### config.mk
export PLATFORM = sky130hd
export DESIGN_NAME = reg_list_sequencer_flat
export DESIGN_NICKNAME = d
export VERILOG_FILES = /design/src/rtl/reg_list_sequencer_if.sv /design/src/rtl/reg_list_sequencer.sv /design/src/flat_wrapper.sv
export SDC_FILE = /design/constraint.sdc
export NUM_CORES = 1
export LEC_CHECK = 0
export CORE_MARGIN = 2
export CORE_UTILIZATION = 50
export DETAILED_ROUTE_END_ITERATION = 12
export PLACE_DENSITY = 0.81
export SLEW_MARGIN = 20
export SYNTH_ARGS = -nofsm -noshare
export SYNTH_HDL_FRONTEND = slang
export SYNTH_SLANG_ARGS = --single-unit
### constraint.sdc
create_clock -name clk_i -period 4.2 [get_ports clk_i]
set_input_delay 0.84 -clock clk_i [delete_from_list [all_inputs] [get_ports clk_i]]
set_output_delay 0.84 -clock clk_i [all_outputs]
set_load 0.02 [all_outputs]
### src/rtl/reg_list_sequencer_if.sv
`default_nettype none
// ============================================================================
// Module   : reg_list_sequencer_if
// Brief    : Request and micro-op bus between decode, the register-list
//            sequencer and the register-read/memory stages.
// Revision : 1.0
// ============================================================================
interface reg_list_sequencer_if #(
    parameter int ADDR_WIDTH   = 4,
    parameter int LIST_WIDTH   = 8,
    parameter int OFFSET_WIDTH = 8
);
    logic                    start_i;
    logic                    ready_o;
    logic [1:0]              op_i;
    logic [LIST_WIDTH-1:0]   reg_list_i;
    logic                    extra_reg_i;
    logic [ADDR_WIDTH-1:0]   base_addr_i;
    logic                    stall_i;
    logic                    flush_i;
    logic                    uop_valid_o;
    logic                    uop_is_load_o;
    logic [ADDR_WIDTH-1:0]   uop_base_addr_o;
    logic [ADDR_WIDTH-1:0]   uop_reg_addr_o;
    logic [OFFSET_WIDTH-1:0] uop_offset_o;
    logic                    uop_last_o;
    logic                    wb_valid_o;
    logic [ADDR_WIDTH-1:0]   wb_addr_o;
    logic [OFFSET_WIDTH-1:0] wb_offset_o;
    logic                    busy_o;

    modport master (
        output start_i, op_i, reg_list_i, extra_reg_i, base_addr_i, stall_i, flush_i,
        input  ready_o, uop_valid_o, uop_is_load_o, uop_base_addr_o, uop_reg_addr_o,
               uop_offset_o, uop_last_o, wb_valid_o, wb_addr_o, wb_offset_o, busy_o
    );

    modport slave (
        input  start_i, op_i, reg_list_i, extra_reg_i, base_addr_i, stall_i, flush_i,
        output ready_o, uop_valid_o, uop_is_load_o, uop_base_addr_o, uop_reg_addr_o,
               uop_offset_o, uop_last_o, wb_valid_o, wb_addr_o, wb_offset_o, busy_o
    );
endinterface
`default_nettype wire

### src/rtl/reg_list_sequencer.sv
`default_nettype none
// ============================================================================
// Module   : reg_list_sequencer
// Brief    : Expands PUSH/POP/LDM!/STM! register lists into one transfer
//            micro-op per register followed by a base write-back micro-op.
// Revision : 1.0
// ============================================================================
module reg_list_sequencer #(
    parameter int ADDR_WIDTH   = 4,
    parameter int LIST_WIDTH   = 8,
    parameter int OFFSET_WIDTH = 8,
    parameter int WORD_BYTES   = 4,
    parameter int SP_REG_NUM   = 13
) (
    input  wire logic              clk_i,
    input  wire logic              rst_n_i,
    reg_list_sequencer_if.slave    bus
);
    localparam int MASK_W = LIST_WIDTH + 1;
    localparam int CNT_W  = $clog2(MASK_W + 1);

    localparam logic [1:0] c_op_ldm  = 2'b01;
    localparam logic [1:0] c_op_push = 2'b10;
    localparam logic [1:0] c_op_pop  = 2'b11;

    localparam logic [ADDR_WIDTH-1:0]   c_sp_reg = ADDR_WIDTH'(SP_REG_NUM);
    localparam logic [ADDR_WIDTH-1:0]   c_lr_reg = ADDR_WIDTH'(14);
    localparam logic [ADDR_WIDTH-1:0]   c_pc_reg = ADDR_WIDTH'(15);
    localparam logic [OFFSET_WIDTH-1:0] c_word   = OFFSET_WIDTH'(WORD_BYTES);

    typedef enum logic [1:0] {
        S_IDLE = 2'd0,
        S_XFER = 2'd1,
        S_WB   = 2'd2
    } state_t;

    state_t                  r_state;
    logic [1:0]              r_op;
    logic [MASK_W-1:0]       r_mask;
    logic [ADDR_WIDTH-1:0]   r_base;
    logic [OFFSET_WIDTH-1:0] r_offset;
    logic [OFFSET_WIDTH-1:0] r_wb_offset;
    logic                    r_wb_en;

    logic [MASK_W-1:0]       w_mask_in;
    logic [CNT_W-1:0]        w_n;
    logic [OFFSET_WIDTH-1:0] w_span;
    logic                    w_base_listed;
    logic [ADDR_WIDTH-1:0]   w_reg_addr;
    logic                    w_last;
    logic                    w_xfer;
    logic                    w_wb;

    // Bit 8 carries LR/PC and only exists for PUSH/POP.
    assign w_mask_in = {bus.extra_reg_i & bus.op_i[1], bus.reg_list_i};

    always_comb begin
        w_n = '0;
        for (int i = 0; i < MASK_W; i++) begin
            w_n = w_n + CNT_W'(w_mask_in[i]);
        end
    end

    assign w_span = OFFSET_WIDTH'(w_n) * c_word;

    always_comb begin
        w_base_listed = 1'b0;
        for (int i = 0; i < LIST_WIDTH; i++) begin
            if (bus.base_addr_i == ADDR_WIDTH'(i)) begin
                w_base_listed = bus.reg_list_i[i];
            end
        end
    end

    // Lowest set bit wins: scanning downward leaves the lowest index last.
    always_comb begin
        w_reg_addr = '0;
        for (int i = MASK_W - 1; i >= 0; i--) begin
            if (r_mask[i]) begin
                if (i == LIST_WIDTH) begin
                    w_reg_addr = (r_op == c_op_pop) ? c_pc_reg : c_lr_reg;
                end else begin
                    w_reg_addr = ADDR_WIDTH'(i);
                end
            end
        end
    end

    assign w_last = ((r_mask & (r_mask - MASK_W'(1))) == '0);

    always_ff @(posedge clk_i or negedge rst_n_i) begin
        if (!rst_n_i) begin
            r_state     <= S_IDLE;
            r_op        <= '0;
            r_mask      <= '0;
            r_base      <= '0;
            r_offset    <= '0;
            r_wb_offset <= '0;
            r_wb_en     <= 1'b0;
        end else if (bus.flush_i) begin
            r_state <= S_IDLE;
            r_mask  <= '0;
        end else begin
            case (r_state)
                S_IDLE: begin
                    if (bus.start_i && (w_n != '0)) begin
                        r_state     <= S_XFER;
                        r_op        <= bus.op_i;
                        r_mask      <= w_mask_in;
                        r_base      <= bus.op_i[1] ? c_sp_reg : bus.base_addr_i;
                        r_offset    <= (bus.op_i == c_op_push) ? -w_span : '0;
                        r_wb_offset <= (bus.op_i == c_op_push) ? -w_span : w_span;
                        // LDM that reloads its own base keeps the loaded value.
                        r_wb_en     <= !((bus.op_i == c_op_ldm) && w_base_listed);
                    end
                end
                S_XFER: begin
                    if (!bus.stall_i) begin
                        r_mask   <= r_mask & (r_mask - MASK_W'(1));
                        r_offset <= r_offset + c_word;
                        if (w_last) begin
                            r_state <= r_wb_en ? S_WB : S_IDLE;
                        end
                    end
                end
                S_WB: begin
                    if (!bus.stall_i) begin
                        r_state <= S_IDLE;
                    end
                end
                default: r_state <= S_IDLE;
            endcase
        end
    end

    assign w_xfer = (r_state == S_XFER);
    assign w_wb   = (r_state == S_WB);

    assign bus.ready_o         = (r_state == S_IDLE);
    assign bus.busy_o          = (r_state != S_IDLE);
    assign bus.uop_valid_o     = w_xfer;
    assign bus.uop_is_load_o   = w_xfer & r_op[0];
    assign bus.uop_base_addr_o = w_xfer ? r_base : '0;
    assign bus.uop_reg_addr_o  = w_xfer ? w_reg_addr : '0;
    assign bus.uop_offset_o    = w_xfer ? r_offset : '0;
    assign bus.uop_last_o      = w_xfer & w_last;
    assign bus.wb_valid_o      = w_wb;
    assign bus.wb_addr_o       = w_wb ? r_base : '0;
    assign bus.wb_offset_o     = w_wb ? r_wb_offset : '0;
endmodule
`default_nettype wire

### src/flat_wrapper.sv
// flat-port wrapper written by rule: the top's interface ports become plain ports
module reg_list_sequencer_flat 
#(
    parameter int ADDR_WIDTH   = 4,
    parameter int LIST_WIDTH   = 8,
    parameter int OFFSET_WIDTH = 8,
    parameter int WORD_BYTES   = 4,
    parameter int SP_REG_NUM   = 13
)
  (clk_i, rst_n_i, bus_start_i, bus_op_i, bus_reg_list_i, bus_extra_reg_i, bus_base_addr_i, bus_stall_i, bus_flush_i, bus_ready_o, bus_uop_valid_o, bus_uop_is_load_o, bus_uop_base_addr_o, bus_uop_reg_addr_o, bus_uop_offset_o, bus_uop_last_o, bus_wb_valid_o, bus_wb_addr_o, bus_wb_offset_o, bus_busy_o);
  reg_list_sequencer_if #(.ADDR_WIDTH(ADDR_WIDTH), .LIST_WIDTH(LIST_WIDTH), .OFFSET_WIDTH(OFFSET_WIDTH)) bus_i ();
  input  wire logic clk_i;
  input  wire logic rst_n_i;
  input wire logic [$bits(bus_i.start_i)-1:0] bus_start_i;
  input wire logic [$bits(bus_i.op_i)-1:0] bus_op_i;
  input wire logic [$bits(bus_i.reg_list_i)-1:0] bus_reg_list_i;
  input wire logic [$bits(bus_i.extra_reg_i)-1:0] bus_extra_reg_i;
  input wire logic [$bits(bus_i.base_addr_i)-1:0] bus_base_addr_i;
  input wire logic [$bits(bus_i.stall_i)-1:0] bus_stall_i;
  input wire logic [$bits(bus_i.flush_i)-1:0] bus_flush_i;
  output wire logic [$bits(bus_i.ready_o)-1:0] bus_ready_o;
  output wire logic [$bits(bus_i.uop_valid_o)-1:0] bus_uop_valid_o;
  output wire logic [$bits(bus_i.uop_is_load_o)-1:0] bus_uop_is_load_o;
  output wire logic [$bits(bus_i.uop_base_addr_o)-1:0] bus_uop_base_addr_o;
  output wire logic [$bits(bus_i.uop_reg_addr_o)-1:0] bus_uop_reg_addr_o;
  output wire logic [$bits(bus_i.uop_offset_o)-1:0] bus_uop_offset_o;
  output wire logic [$bits(bus_i.uop_last_o)-1:0] bus_uop_last_o;
  output wire logic [$bits(bus_i.wb_valid_o)-1:0] bus_wb_valid_o;
  output wire logic [$bits(bus_i.wb_addr_o)-1:0] bus_wb_addr_o;
  output wire logic [$bits(bus_i.wb_offset_o)-1:0] bus_wb_offset_o;
  output wire logic [$bits(bus_i.busy_o)-1:0] bus_busy_o;
  assign bus_i.start_i = bus_start_i;
  assign bus_i.op_i = bus_op_i;
  assign bus_i.reg_list_i = bus_reg_list_i;
  assign bus_i.extra_reg_i = bus_extra_reg_i;
  assign bus_i.base_addr_i = bus_base_addr_i;
  assign bus_i.stall_i = bus_stall_i;
  assign bus_i.flush_i = bus_flush_i;
  assign bus_ready_o = bus_i.ready_o;
  assign bus_uop_valid_o = bus_i.uop_valid_o;
  assign bus_uop_is_load_o = bus_i.uop_is_load_o;
  assign bus_uop_base_addr_o = bus_i.uop_base_addr_o;
  assign bus_uop_reg_addr_o = bus_i.uop_reg_addr_o;
  assign bus_uop_offset_o = bus_i.uop_offset_o;
  assign bus_uop_last_o = bus_i.uop_last_o;
  assign bus_wb_valid_o = bus_i.wb_valid_o;
  assign bus_wb_addr_o = bus_i.wb_addr_o;
  assign bus_wb_offset_o = bus_i.wb_offset_o;
  assign bus_busy_o = bus_i.busy_o;
  reg_list_sequencer #(.ADDR_WIDTH(ADDR_WIDTH), .LIST_WIDTH(LIST_WIDTH), .OFFSET_WIDTH(OFFSET_WIDTH), .WORD_BYTES(WORD_BYTES), .SP_REG_NUM(SP_REG_NUM)) u_core (.clk_i(clk_i), .rst_n_i(rst_n_i), .bus(bus_i));
endmodule
======== Yosys cells after proc, flatten, opt, wreduce, memory -nomap -nowiden ========
Cells that the tools add are included.
word-level totals
  bits of input ports ..................... 20
  register bits ........................... 34
  output and inout port bits .............. 34
cells by class
  reduce and logical (&&, ||, !) cells .... 14
  eq/ne operators ......................... 18
  bitwise operators ....................... 5
  multiplexer cells ....................... 40
  $add $sub $neg .......................... 11
operator list
  operator                                                             count
  4-bit two-way mux                                                    13
  8-bit two-way mux                                                    6
  4-bit by 1-bit adder with 4-bit output                               7
  9-bit two-way mux                                                    3
  9-bit case mux with 2 select lines                                   1
  4-bit by 3-bit == test with 1-bit output (second input constant)     4
  8-bit case mux with 2 select lines                                   1
  2-bit two-way mux                                                    6
  9-bit bitwise AND                                                    1
  9-bit logical NOT                                                    1
  1-bit two-way mux                                                    9
  9-bit by 1-bit subtractor with 9-bit output (second input constant)  1
  8-bit by 3-bit adder with 8-bit output (second input constant)       1
  4-bit by 2-bit == test with 1-bit output (second input constant)     2
  6-bit negation with 8-bit output                                     1
  4-bit AND reduction                                                  2
  2-bit == test (second input constant)                                3
  3-bit by 2-bit != test with 1-bit output (second input constant)     2
  3-bit != test (second input constant)                                2
  2-bit case mux with 3 select lines                                   1
  3-bit AND reduction                                                  2
  2-bit by 1-bit == test with 1-bit output (second input constant)     2
  4-bit by 1-bit == test with 1-bit output (second input constant)     1
  4-bit logical NOT                                                    1
  11 further kinds                                                     15

======== Logic depth before layout (Yosys ltp) ========
  depth after elaboration ................. 13
  gate-level depth with buffers ........... 17

======== Worst setup path after synthesis ========
Ideal clock, no wire load.
  path kind ............................... input to register
  start ................................... in bus_reg_list_i[0]
  end ..................................... reg u_core.r_base[0]
  stages on the path ...................... 17
  data arrival time ....................... 4859 ps
  slack ................................... -741 ps
  library setup time ...................... 83 ps
  cell sequence ........................... ha_1 > inv_1 > fa_1 > fa_1 > inv_1 > fa_1 > ha_1 > fa_1 > inv_1 > ha_1 > nor4bb_1 > a21oi_1 > and3_1 > clkbuf_1 > clkbuf_1 > o21ai_0 > o21ai_0
between the ends
  longest elaborated chain between the ends .. 11
RTL lines
  item                                                  RTL line                   RTL
  from (decl)                                           flat_wrapper.sv:16         input wire logic [$bits(bus_i.reg_list_i)-1:0] bus_reg_list_i;
  1-bit by 1-bit adder with 2-bit output                reg_list_sequencer.sv:60   w_n = w_n + CNT_W'(w_mask_in[i]);
  4-bit by 1-bit adder with 4-bit output (7 in series)  reg_list_sequencer.sv:60
  4-bit nonzero test                                    reg_list_sequencer.sv:106  if (bus.start_i && (w_n != '0)) begin
  1-bit logical AND                                     reg_list_sequencer.sv:106
  3-bit AND reduction (no line)                         -
  to (signal assigned)                                  reg_list_sequencer.sv:110  r_base <= bus.op_i[1] ? c_sp_reg : bus.base_addr_i;
  to (decl)                                             reg_list_sequencer.sv:40   logic [ADDR_WIDTH-1:0] r_base;
Every way passes these cells.
A chain may end at the register's enable or synchronous reset.

======== Worst setup path after layout ========
  start ................................... in bus_reg_list_i[1]
  end ..................................... reg u_core.r_mask[5]
between the ends
  longest elaborated chain between the ends .. 12
RTL lines
  item                                                  RTL line                   RTL
  1-bit by 1-bit adder with 2-bit output                reg_list_sequencer.sv:60
  4-bit by 1-bit adder with 4-bit output (7 in series)  reg_list_sequencer.sv:60
  4-bit nonzero test                                    reg_list_sequencer.sv:106
  1-bit logical AND                                     reg_list_sequencer.sv:106
  3-bit by 2-bit != test with 1-bit output (no line)    -
  3-bit AND reduction (no line)                         -
  to (signal assigned)                                  reg_list_sequencer.sv:109  r_mask <= w_mask_in;
  to (signal assigned)                                  reg_list_sequencer.sv:119  r_mask <= r_mask & (r_mask - MASK_W'(1));
  to (decl)                                             reg_list_sequencer.sv:39   logic [MASK_W-1:0] r_mask;
Every way passes these cells.

==> summary.txt <==
Pwr dens -> 537 nW/um^2
Rel. slew slack -> 45.9%
Mapped Cells -> 249
Fmax achieved -> 221 MHz
Met1 usage -> 35.4%
Critical path type -> input port to flop
Max-cap violations -> 0
DR WL/cell -> 16.2 um
Worst-skew pair later-pin latency -> 290 ps
Root Buffer -> clkbuf_8
HP Start -> u_core.r_wb_offset[2]
Ys Warns -> 0
CP required -> 4330 ps
First-pass GRT wire length -> 9780 um
Die Span Y -> 69.8 um
Placeable Area -> 4090 sq um
Max-slew violations -> 0
Routed WL -> 6080 um
DP Wirelength -> 4500 um
Synth Register Bits -> 30
Crit-path max cell delay -> 510 ps
# setup viols final -> 29
Area of the multi-input gates -> 1400 sq um
Site row count -> 23
Largest net degree at the start of global routing -> 31
Hold Vio Cnt, Final -> 0
Minimum clock period -> 4520 ps
Final Worst Setup Slack -> -324 ps
CTS Sinks -> 30
Util after Layout -> 77.3%
Crit share post-route -> 108%
GR Util met2 -> 39.3%
Share of cells above drive strength 1 -> 24.2%
Slew @ Worst Pin -> 808 ps
Hold Buf Count CTS -> 0
Slowest-stage cell, CP -> fa_1
Post-synth cell types -> 50
H-tree lvl count -> 2
CTS clk-pin slew, worst paths -> 70 ps
RD Place Congestion -> 0.950
Die X -> 69.8 um
Routing usage on met3 -> 4.36%
CP endpoint kind -> flop
DP Worst Slack -> -1180 ps
HP Class -> flop to flop
Clock Tree Buf Depth -> 2
Register Area -> 751 sq um
Fin Clk Skew -> 5.45 ps
CP Launch Type -> input port
IO Pins -> 54
Num CTS Buffers -> 5
Area delta synth->final -> 46.1%
CP dominant cell by count -> fa_1
EDFF count, synth -> 0
Total gr overflow -> 0
Asr flop ratio synth -> 100%
DRT Pass-1 Iters -> 4
GRT busiest layer -> met2
Initial Util -> 52.9%
Initial drt markers -> 215
Synth Flop Type -> dfrtp_1
Port-buffer cells -> 49
Syn_area_per_cell -> 8.68 sq um
DIE AREA -> 4870 sq um
Vias in the first global route -> 2070
Hold slack -> 510 ps
Outcome -> complete, but fails checks
Worst EP arrival -> 4650 ps
Antenna Cells -> 0
Sequential area share after synthesis -> 34.7%
CTS tree -> built
Crit path launch -> bus_reg_list_i[1]
Antenna viol nets, final -> 0
Drt drc -> 0
Via Count -> 2165
Nets -> 359
Avg Vias per Cell -> 5.76
Fill count -> 275
Worst r2r src -> u_core.r_mask[3]
Netlist Area Pre-Place -> 2160 sq um
Crit-path max FO -> 4
Leak pwr -> 0.00140 uW
Antenna violations before repair -> 0
GRT Util Overall -> 25.1%
RSZ-0062 raised after global routing -> yes
Failing checks -> negative setup slack
Max IR drop VDD -> 290 uV
Crit-path cells -> buf_8, ha_4, inv_2, fa_1, fa_1, inv_1, fa_1, ha_2, fa_1, inv_1, ha_2, nor4bb_4, a21oi_2, a21oi_2, buf_4, o21ai_0, a21oi_1
## layout by cell type (no fill, tap or decap), drive strengths merged, types with 3 or more instances in the layout
| master | synthesis | layout |
|---|---|---|
| xnor2 | 5 | 5 |
| nand3 | 5 | 5 |
| o21ai | 14 | 14 |
| o31ai | 4 | 4 |
| nor2 | 22 | 22 |
| o211ai | 3 | 3 |
| conb | 1 | 4 |
| inv | 21 | 21 |
| buf | 5 | 36 |
| nand2b | 4 | 4 |
| a21oi | 23 | 23 |
| clkbuf | 11 | 5 |
| nand2 | 19 | 19 |
| a211oi | 3 | 3 |
| dfrtp | 30 | 30 |
| clkdlybuf4s50 | 0 | 45 |
| nor3 | 3 | 3 |
| fa | 5 | 5 |
| and2 | 21 | 21 |
| mux2 | 7 | 7 |
| ha | 8 | 8 |
| or3 | 3 | 3 |
## report_power, final
group / switching (uW) / internal, uW
Combinational: 482 / 508
Clock: 111 / 111
Sequential: 89.6 / 394
## layout make-up
class	instances	area share, %
Clock buffer	5	2.18
Clock inverter	2	0.317
Inverter	21	2.50
Multi-Input combinational cell	185	44.4
Sequential cell	30	23.8
Tap cell	50	1.98
Timing Repair Buffer	83	24.8
## state kept, by name, summed over array words and instances, names as in the netlist
register / flops
u_core.r_state: 2
u_core.r_wb_en: 1
u_core.r_op: 2
u_core.r_base: 4
u_core.r_offset: 6
u_core.r_wb_offset: 6
u_core.r_mask: 9
## per-stage QoR
step	total power, uW	instances	setup TNS (ps)	cell area [sq um]
detailed placement	1360	366	-31590	2940
finish	1700	376	-7780	3160
global route	1800	376	-9500	3160
global placement	1330	366	-27700	2940
floorplan	1020	252	-12640	2250
CTS	1630	376	-7620	3090
## worst paths after layout
| path | endpoint | slack [ps] | cells after the start |
|---|---|---|---|
| max in group asynchronous | u_core.r_base[3] | 2960 | 2 |
| hold reg to reg | u_core.r_wb_offset[2] | 510 | 1 |
| setup reg to reg | u_core.r_state[0] | 1930 | 5 |
| min in group asynchronous | u_core.r_offset[5] | 940 | 2 |
| hold / removal | u_core.r_wb_offset[2] | 510 | 1 |
| setup / recovery | u_core.r_mask[5] | -320 | 17 |
## critical path, delay by kind of cell
| kind | cells | cell delay (ps) |
|---|---|---|
| compound gates | 4 | 690 |
| simple gates | 1 | 160 |
| fa+ha+maj | 7 | 2560 |
| buf+inv | 5 | 410 |
## timing repair
action	4_1_cts	5_1_grt
setup buffers	3	0
resized for setup	31	15
pin swaps	12	6
endpoints found under the setup margin	29	29
endpoints found under the hold margin	0	0
## metal layers
metal	vias up	routed length (um)
met3	15	420
li1	1013	-
met5	-	0
met1	1031	2560
met2	106	2980
met4	0	125
## synth_stat cells, types with 2 or more instances
library cell | instances | area [sq um]
mux4_2 | 2 | 45.0
nor3_1 | 3 | 15.0
o21ai_0 | 13 | 65.1
a31oi_1 | 2 | 12.5
inv_1 | 21 | 78.8
nand2b_1 | 4 | 25.0
nor2b_1 | 2 | 12.5
a21oi_1 | 23 | 115
dfrtp_1 | 30 | 751
o21a_1 | 2 | 15.0
mux2_1 | 3 | 33.8
and3_1 | 2 | 12.5
clkbuf_1 | 11 | 41.3
nand2_1 | 19 | 71.3
o211ai_1 | 3 | 22.5
nand3_1 | 5 | 25.0
fa_1 | 5 | 100
mux2_2 | 4 | 45.0
a211oi_1 | 2 | 15.0
and2_1 | 21 | 131
o31ai_1 | 4 | 30.0
xnor2_1 | 5 | 43.8
nor2_1 | 22 | 82.6
nor4bb_1 | 2 | 20.0
a2bb2oi_1 | 2 | 17.5
or3_1 | 3 | 18.8
ha_1 | 8 | 100
buf_4 | 4 | 30.0
## cells by family after synthesis
| group | count (synthesis) | share of synthesized area, % |
|---|---|---|
| AO/OA/AOI/OAI | 66 | 19.7 |
| XOR/XNOR | 5 | 2.03 |
| adder cells (fa/ha/maj) | 14 | 9.72 |
| buffers and inverters | 37 | 7.18 |
| flip-flops | 30 | 34.7 |
| multiplexers | 10 | 6.19 |
| other | 1 | 0.173 |
| AND/OR/NAND/NOR | 86 | 20.3 |
No activity file was read; power rests on OpenSTA's default activity.
